$ cat src/rtl/cam_ycbcr2rgb.sv
// ---------------------------------------------------------------------------
// cam_ycbcr2rgb
//
// Streaming full-range BT.601 YCbCr 4:4:4 -> RGB converter, PPC pixels per
// clock, 3-stage pipeline with valid/ready on both sides.
//
//   stage 1 : remove chroma offset   (cb_d, cr_d signed, DATA_WIDTH+1 bits)
//   stage 2 : fixed-point products   (8 fractional bits), y scaled by 256
//   stage 3 : sum, round, shift, clamp -> registered outputs
//
// Ports
//   clk        pipeline clock
//   rst        synchronous, active-high reset
//   in_valid   input beat valid
//   in_ready   pipeline advances this cycle (combinational from out_*)
//   in_y       luma, unsigned, PPC lanes of DATA_WIDTH bits
//   in_cb      blue chroma, offset-binary
//   in_cr      red chroma, offset-binary
//   in_last    end-of-line marker, carried with its beat
//   out_valid  output beat valid
//   out_ready  downstream accepts the beat
//   out_red    clamped red,   PPC lanes
//   out_green  clamped green, PPC lanes
//   out_blue   clamped blue,  PPC lanes
//   out_last   in_last of the beat currently presented
//
// Lane i occupies bits [(i+1)*DATA_WIDTH-1 : i*DATA_WIDTH]. Intended range
// of DATA_WIDTH is 8..12.
// ---------------------------------------------------------------------------
module cam_ycbcr2rgb #(
  parameter int DATA_WIDTH = 8,
  parameter int PPC        = 2
) (
  input  logic                      clk,
  input  logic                      rst,
  input  logic                      in_valid,
  output logic                      in_ready,
  input  logic [PPC*DATA_WIDTH-1:0] in_y,
  input  logic [PPC*DATA_WIDTH-1:0] in_cb,
  input  logic [PPC*DATA_WIDTH-1:0] in_cr,
  input  logic                      in_last,
  output logic                      out_valid,
  input  logic                      out_ready,
  output logic [PPC*DATA_WIDTH-1:0] out_red,
  output logic [PPC*DATA_WIDTH-1:0] out_green,
  output logic [PPC*DATA_WIDTH-1:0] out_blue,
  output logic                      out_last
);

  localparam int DW = DATA_WIDTH;
  // chroma difference width
  localparam int CW = DATA_WIDTH + 1;
  // product / sum width; largest term is 454*2^(DW-1) + 255*256 + 128
  localparam int PW = DATA_WIDTH + 12;

  localparam logic [DW-1:0]        MID    = {1'b1, {(DW-1){1'b0}}};
  localparam logic signed [PW-1:0] K_R    = PW'(32'sd359);
  localparam logic signed [PW-1:0] K_G_CB = PW'(32'sd88);
  localparam logic signed [PW-1:0] K_G_CR = PW'(32'sd183);
  localparam logic signed [PW-1:0] K_B    = PW'(32'sd454);
  localparam logic signed [PW-1:0] RND    = PW'(32'sd128);
  localparam logic signed [PW-1:0] MAXV   = PW'((32'sd1 <<< DW) - 32'sd1);

  // Saturate a signed integer-domain result into the unsigned output range.
  function automatic logic [DW-1:0] clamp_pix(input logic signed [PW-1:0] v);
    logic [DW-1:0] res;
    if (v[PW-1]) begin
      res = '0;
    end else if (v > MAXV) begin
      res = '1;
    end else begin
      res = v[DW-1:0];
    end
    return res;
  endfunction

  // Pipeline advance enable shared by every stage.
  logic en_s;

  // Stage 1 registers
  logic                 v1_r;
  logic                 last1_r;
  logic [DW-1:0]        y1_r   [PPC];
  logic signed [CW-1:0] cbd1_r [PPC];
  logic signed [CW-1:0] crd1_r [PPC];

  // Stage 2 registers
  logic                 v2_r;
  logic                 last2_r;
  logic signed [PW-1:0] ys2_r   [PPC];
  logic signed [PW-1:0] roff2_r [PPC];
  logic signed [PW-1:0] goff2_r [PPC];
  logic signed [PW-1:0] boff2_r [PPC];

  // Combinational per-lane intermediates
  logic signed [CW-1:0] cbd_s  [PPC];
  logic signed [CW-1:0] crd_s  [PPC];
  logic signed [PW-1:0] cbx_s  [PPC];
  logic signed [PW-1:0] crx_s  [PPC];
  logic signed [PW-1:0] ys_s   [PPC];
  logic signed [PW-1:0] roff_s [PPC];
  logic signed [PW-1:0] goff_s [PPC];
  logic signed [PW-1:0] boff_s [PPC];
  logic signed [PW-1:0] rsum_s [PPC];
  logic signed [PW-1:0] gsum_s [PPC];
  logic signed [PW-1:0] bsum_s [PPC];
  logic signed [PW-1:0] rsh_s  [PPC];
  logic signed [PW-1:0] gsh_s  [PPC];
  logic signed [PW-1:0] bsh_s  [PPC];

  // A stall (valid output not taken) freezes the whole pipe, bubbles included.
  assign en_s     = !out_valid || out_ready;
  assign in_ready = en_s;

  // Stage 1 datapath: strip the offset-binary midpoint from both chroma lanes.
  always_comb begin
    for (int i = 0; i < PPC; i++) begin
      cbd_s[i] = $signed({1'b0, in_cb[i*DW +: DW]}) - $signed({1'b0, MID});
      crd_s[i] = $signed({1'b0, in_cr[i*DW +: DW]}) - $signed({1'b0, MID});
    end
  end

  // Stage 2 datapath: fixed-point coefficient products, luma scaled to match.
  always_comb begin
    for (int i = 0; i < PPC; i++) begin
      cbx_s[i]  = PW'(cbd1_r[i]);
      crx_s[i]  = PW'(crd1_r[i]);
      ys_s[i]   = $signed(PW'({y1_r[i], 8'h00}));
      roff_s[i] = crx_s[i] * K_R;
      goff_s[i] = (cbx_s[i] * K_G_CB) + (crx_s[i] * K_G_CR);
      boff_s[i] = cbx_s[i] * K_B;
    end
  end

  // Stage 3 datapath: add, round to nearest, drop the 8 fractional bits.
  always_comb begin
    for (int i = 0; i < PPC; i++) begin
      rsum_s[i] = ys2_r[i] + roff2_r[i] + RND;
      gsum_s[i] = ys2_r[i] - goff2_r[i] + RND;
      bsum_s[i] = ys2_r[i] + boff2_r[i] + RND;
      rsh_s[i]  = rsum_s[i] >>> 4'd8;
      gsh_s[i]  = gsum_s[i] >>> 4'd8;
      bsh_s[i]  = bsum_s[i] >>> 4'd8;
    end
  end

  // Control path and output registers: valids, last and clamped pixels.
  always_ff @(posedge clk) begin
    if (rst) begin
      v1_r      <= 1'b0;
      v2_r      <= 1'b0;
      out_valid <= 1'b0;
      out_last  <= 1'b0;
      out_red   <= '0;
      out_green <= '0;
      out_blue  <= '0;
    end else if (en_s) begin
      v1_r      <= in_valid;
      v2_r      <= v1_r;
      out_valid <= v2_r;
      out_last  <= last2_r;
      for (int i = 0; i < PPC; i++) begin
        out_red[i*DW +: DW]   <= clamp_pix(rsh_s[i]);
        out_green[i*DW +: DW] <= clamp_pix(gsh_s[i]);
        out_blue[i*DW +: DW]  <= clamp_pix(bsh_s[i]);
      end
    end
  end

  // Stage 1 and 2 data registers; contents are qualified by the valid bits,
  // so they carry no reset.
  always_ff @(posedge clk) begin
    if (en_s) begin
      last1_r <= in_last;
      last2_r <= last1_r;
      for (int i = 0; i < PPC; i++) begin
        y1_r[i]    <= in_y[i*DW +: DW];
        cbd1_r[i]  <= cbd_s[i];
        crd1_r[i]  <= crd_s[i];
        ys2_r[i]   <= ys_s[i];
        roff2_r[i] <= roff_s[i];
        goff2_r[i] <= goff_s[i];
        boff2_r[i] <= boff_s[i];
      end
    end
  end

endmodule

$ cat config.mk
export PLATFORM = sky130hd
export DESIGN_NAME = cam_ycbcr2rgb
export DESIGN_NICKNAME = d
export VERILOG_FILES = /design/src/rtl/cam_ycbcr2rgb.sv
export SDC_FILE = /design/constraint.sdc
export NUM_CORES = 1
export LEC_CHECK = 0
export BUFFER_PORTS_ARGS = -buffer_cell sky130_fd_sc_hd__buf_2
export CAP_MARGIN = 25
export CORE_ASPECT_RATIO = 1.1
export CORE_UTILIZATION = 25
export CTS_BUF_LIST = sky130_fd_sc_hd__clkbuf_16
export CTS_CLUSTER_SIZE = 25
export DETAILED_ROUTE_END_ITERATION = 8
export GPL_ROUTABILITY_DRIVEN = 0
export GPL_TIMING_DRIVEN = 0
export PLACE_DENSITY_LB_ADDON = 0.05
export SETUP_SLACK_MARGIN = 0.5
export SYNTH_ARGS = -nofsm -noshare
export SYNTH_HDL_FRONTEND = slang
export SYNTH_SLANG_ARGS = --single-unit
$ cat constraint.sdc
create_clock -name clk -period 5 [get_ports clk]
set_input_delay 0.75 -clock clk [delete_from_list [all_inputs] [get_ports clk]]
set_output_delay 0.75 -clock clk [all_outputs]
set_load 0.02 [all_outputs]
==> impl_metrics.env <==
export IMPL_yosysUniqueCellTypes=75
export IMPL_rows=107
export IMPL_path_clk_slew_ps=60
export IMPL_syn_area_um2=19700
export IMPL_numCtsBuffers=30
export IMPL_fin_setup_tns_ps=0
export IMPL_cp_arrival_ps=5230
export IMPL_post_dp_cell_area_um2=21800
export IMPL_start_kind="register"
export IMPL_drtPass1Iterations=4
export IMPL_post_route_min_period_ps=4910
export IMPL_tightest_slew_ps=960
export IMPL_clkLatencyLatePin_ps=590
export IMPL_cp_num_buf_inv=5
export IMPL_grt_max_degree=36
export IMPL_pin_count=104
export IMPL_syn_area_per_cell_um2=10.2
export IMPL_num_antenna_cells=0
export IMPL_area_growth_pct=24.2
export IMPL_switching_power_mw=6.76
export IMPL_num_nets_final=2730
export IMPL_intPower_mw=8.92
export IMPL_worst_slack_ps=90.0
export IMPL_power_frac_comb_pct=66.3
export IMPL_power_frac_clock_pct=13.8
export IMPL_crit_type="register to register"
export IMPL_synth_top_cell_area_share_pct=23.1
export IMPL_power_density_nw_per_um2=640
export IMPL_drv_slew=0
export IMPL_io_buffers=103
export IMPL_cp_required_ps=5320
export IMPL_grt_setup_unrepaired="yes"
export IMPL_status="complete, no violations"
export IMPL_antenna_found_initial=2
export IMPL_grt_pass1_wl_um=83600
export IMPL_yosysSeqAreaShare_pct=28.4
export IMPL_dieWidth_um=270
export IMPL_drc_errors=0
export IMPL_async_flop_share_pct=0
export IMPL_hold_buffers=0
export IMPL_slowest_stage="fa_1"
export IMPL_grt_usage_pct=13.5
export IMPL_cp_slowest_stage_delay_ps=530
export IMPL_clockBufferDepth=3
export IMPL_dp_hpwl_um=42300
export IMPL_synth_seq_cells=204
export IMPL_cts_root_buf="clkbuf_16"
export IMPL_dr_first_iter_drc_count=469
export IMPL_fill_cells=8034
export IMPL_vias_per_cell=4.33
export IMPL_ant_nets=0
export IMPL_synth_area_leaders="edfxtp_1 23%, ha_1 22%, fa_1 14%, inv_1 7.0%, dfxtp_1 5.3%"
export IMPL_grt_ovfl_total=0
export IMPL_crit_fanout=4
export IMPL_critPathTopFamily="adder cells"
export IMPL_hold_violations=0
export IMPL_fp_dieArea_um2=80000
export IMPL_setup_viol=0
export IMPL_synth_edf_count=152
export IMPL_max_freq_mhz=204
export IMPL_routed_wl_um=53500
export IMPL_synthFlopType="edfxtp_1"
export IMPL_initial_utilization_pct=25.4
export IMPL_finClkSkew_ps=9.76
export IMPL_grt_pass1_vias=14804
export IMPL_power_leakage_nw=11.2
export IMPL_relSlewSlack_pct=36.0
export IMPL_fin_area_um2=24500
export IMPL_drv_cap=0
export IMPL_instances_no_fill=3252
export IMPL_peakVddDrop_uv=408
export IMPL_syn_inst=1937
export IMPL_holdWs_ps=335
export IMPL_swShare_pct=43.1
export IMPL_crit_top_cell="fa_1"
export IMPL_synth_top_cell_by_area="edfxtp_1"
export IMPL_crit_chain="buf_4 > fa_1 > inv_2 > fa_1 > inv_2 > ha_4 > fa_1 > inv_1 > fa_1 > inv_2 > ha_4 > o21ai_1 > o21bai_1 > a21o_1 > a21oi_2 > o211ai_1 > a2111oi_1 > nor3b_1"
export IMPL_syn_nets=2474
export IMPL_drive_gt1_share_pct=21.2
export IMPL_power_frac_seq_pct=19.9
export IMPL_place_inst=3080
export IMPL_period_share_pct=98.2
export IMPL_num_vias=14091
export IMPL_die_h_um=297
export IMPL_wl_per_cell_um=16.5
export IMPL_min_path_type="input pin to register"
export IMPL_total_power_mw=15.7
export IMPL_dp_slack_ps=-792
export IMPL_yosysWarnings=0
export IMPL_utilization_pct=31.5
export IMPL_cts_max_level=1
export IMPL_cp_end_kind="register"
export IMPL_core_area_um2=77800
export IMPL_cts_sinks=204
export IMPL_cts_tree="done"
==> cell usage after synthesis (6+ instances only) <==
library cell / count
inv_1: 370
ha_1: 342
edfxtp_1: 152
fa_1: 142
nor2_1: 128
xnor2_1: 111
nand2_1: 106
a21oi_1: 93
dfxtp_1: 52
o21ai_0: 43
xor2_1: 34
nor3_1: 33
o21ai_1: 30
o21a_1: 25
a221oi_1: 22
nand3_1: 22
or3_1: 17
a21o_1: 15
clkbuf_1: 15
nor2b_1: 13
or2_2: 12
o21bai_1: 11
a211oi_1: 10
o211ai_1: 10
a32oi_1: 8
and3_1: 8
nand2b_1: 7
o41ai_2: 6
==> repair_timing <==
item	in CTS	in global routing
cloned	0	0
buffers inserted	94	22
hold endpoints to repair	0	0
pin swaps	81	67
resized for setup	98	83
endpoints found under the setup margin	53	46
==> power by group through the flow <==
| stage | clock (mW) | sequential [mW] | combinational, mW |
|---|---|---|---|
| 2_1_floorplan | 0 | 3.21 | 6.85 |
| 3_3_place_gp | 0 | 3.22 | 9.00 |
| 3_5_place_dp | 0 | 3.21 | 8.98 |
| 4_1_cts | 2.28 | 3.15 | 9.97 |
| 5_1_grt | 2.33 | 3.19 | 11.8 |
| 6_report | 2.16 | 3.12 | 10.4 |
==> cell usage in the layout (no fill, tap or decap), types with 22 or more instances in the layout <==
master / count
a21oi_1: 80
a221oi_1: 22
buf_2: 105
buf_4: 91
clkbuf_16: 33
dfxtp_1: 52
edfxtp_1: 152
fa_1: 139
ha_1: 300
ha_4: 34
inv_1: 339
inv_2: 28
nand2_1: 102
nor2_1: 119
nor3_1: 33
o21a_1: 25
o21ai_0: 34
o21ai_1: 33
xnor2_1: 108
xor2_1: 32
==> cells by family after synthesis <==
group	after synthesis	share of synthesized area, %
XOR/XNOR	145	6.44
AO/OA/AOI/OAI	338	12.6
adder cells (fa/ha/maj)	484	36.1
buffers and inverters	390	7.44
multiplexers	5	0.254
flip-flops	204	28.4
AND/OR/NAND/NOR	371	8.73
==> worst paths after layout <==
path | start | endpoint | slack [ps] | depth (start not counted)
worst min register to register | y1_r[0][13] | ys2_r[0][13] | 410 | 0
worst max register to register | crd1_r[0][15] | goff2_r[0][37] | 90 | 18
worst min-delay path | in_y[14] | y1_r[0][14] | 330 | 1
worst max-delay path | crd1_r[0][15] | goff2_r[0][37] | 90 | 18
==> per-layer routing <==
metal / wire length [um] / part of all wire, % / global-route usage (%) / vias up
li1: - / - / - / 7100
met1: 23700 / 44 / 16.6 / 6776
met2: 27200 / 51 / 24.9 / 154
met3: 1500 / 2.8 / 1.61 / 61
met4: 1190 / 2.2 / 3.55 / 0
met5: 0 / 0 / 0 / -
==> area by class of cell <==
type	instances	area, um2	area share (%)
multi-input cells	1343	13500	55.0
plain buffers	18	114	0.465
clock buffers	31	776	3.17
clock inverters	25	215	0.878
repair buffers	224	1610	6.55
well taps	1035	1290	5.29
flip-flops and latches	204	5610	22.9
inverters	372	1420	5.81
==> state kept, by name (all words and copies together), names as in the netlist <==
signal / cells
cbd1_r: 16
last1_r: 1
out_green: 16
roff2_r: 28
v1_r: 1
boff2_r: 24
out_red: 16
out_last: 1
v2_r: 1
out_valid: 1
crd1_r: 16
out_blue: 16
ys2_r: 16
y1_r: 16
last2_r: 1
goff2_r: 34
No activity file was read; power rests on OpenSTA's default activity.
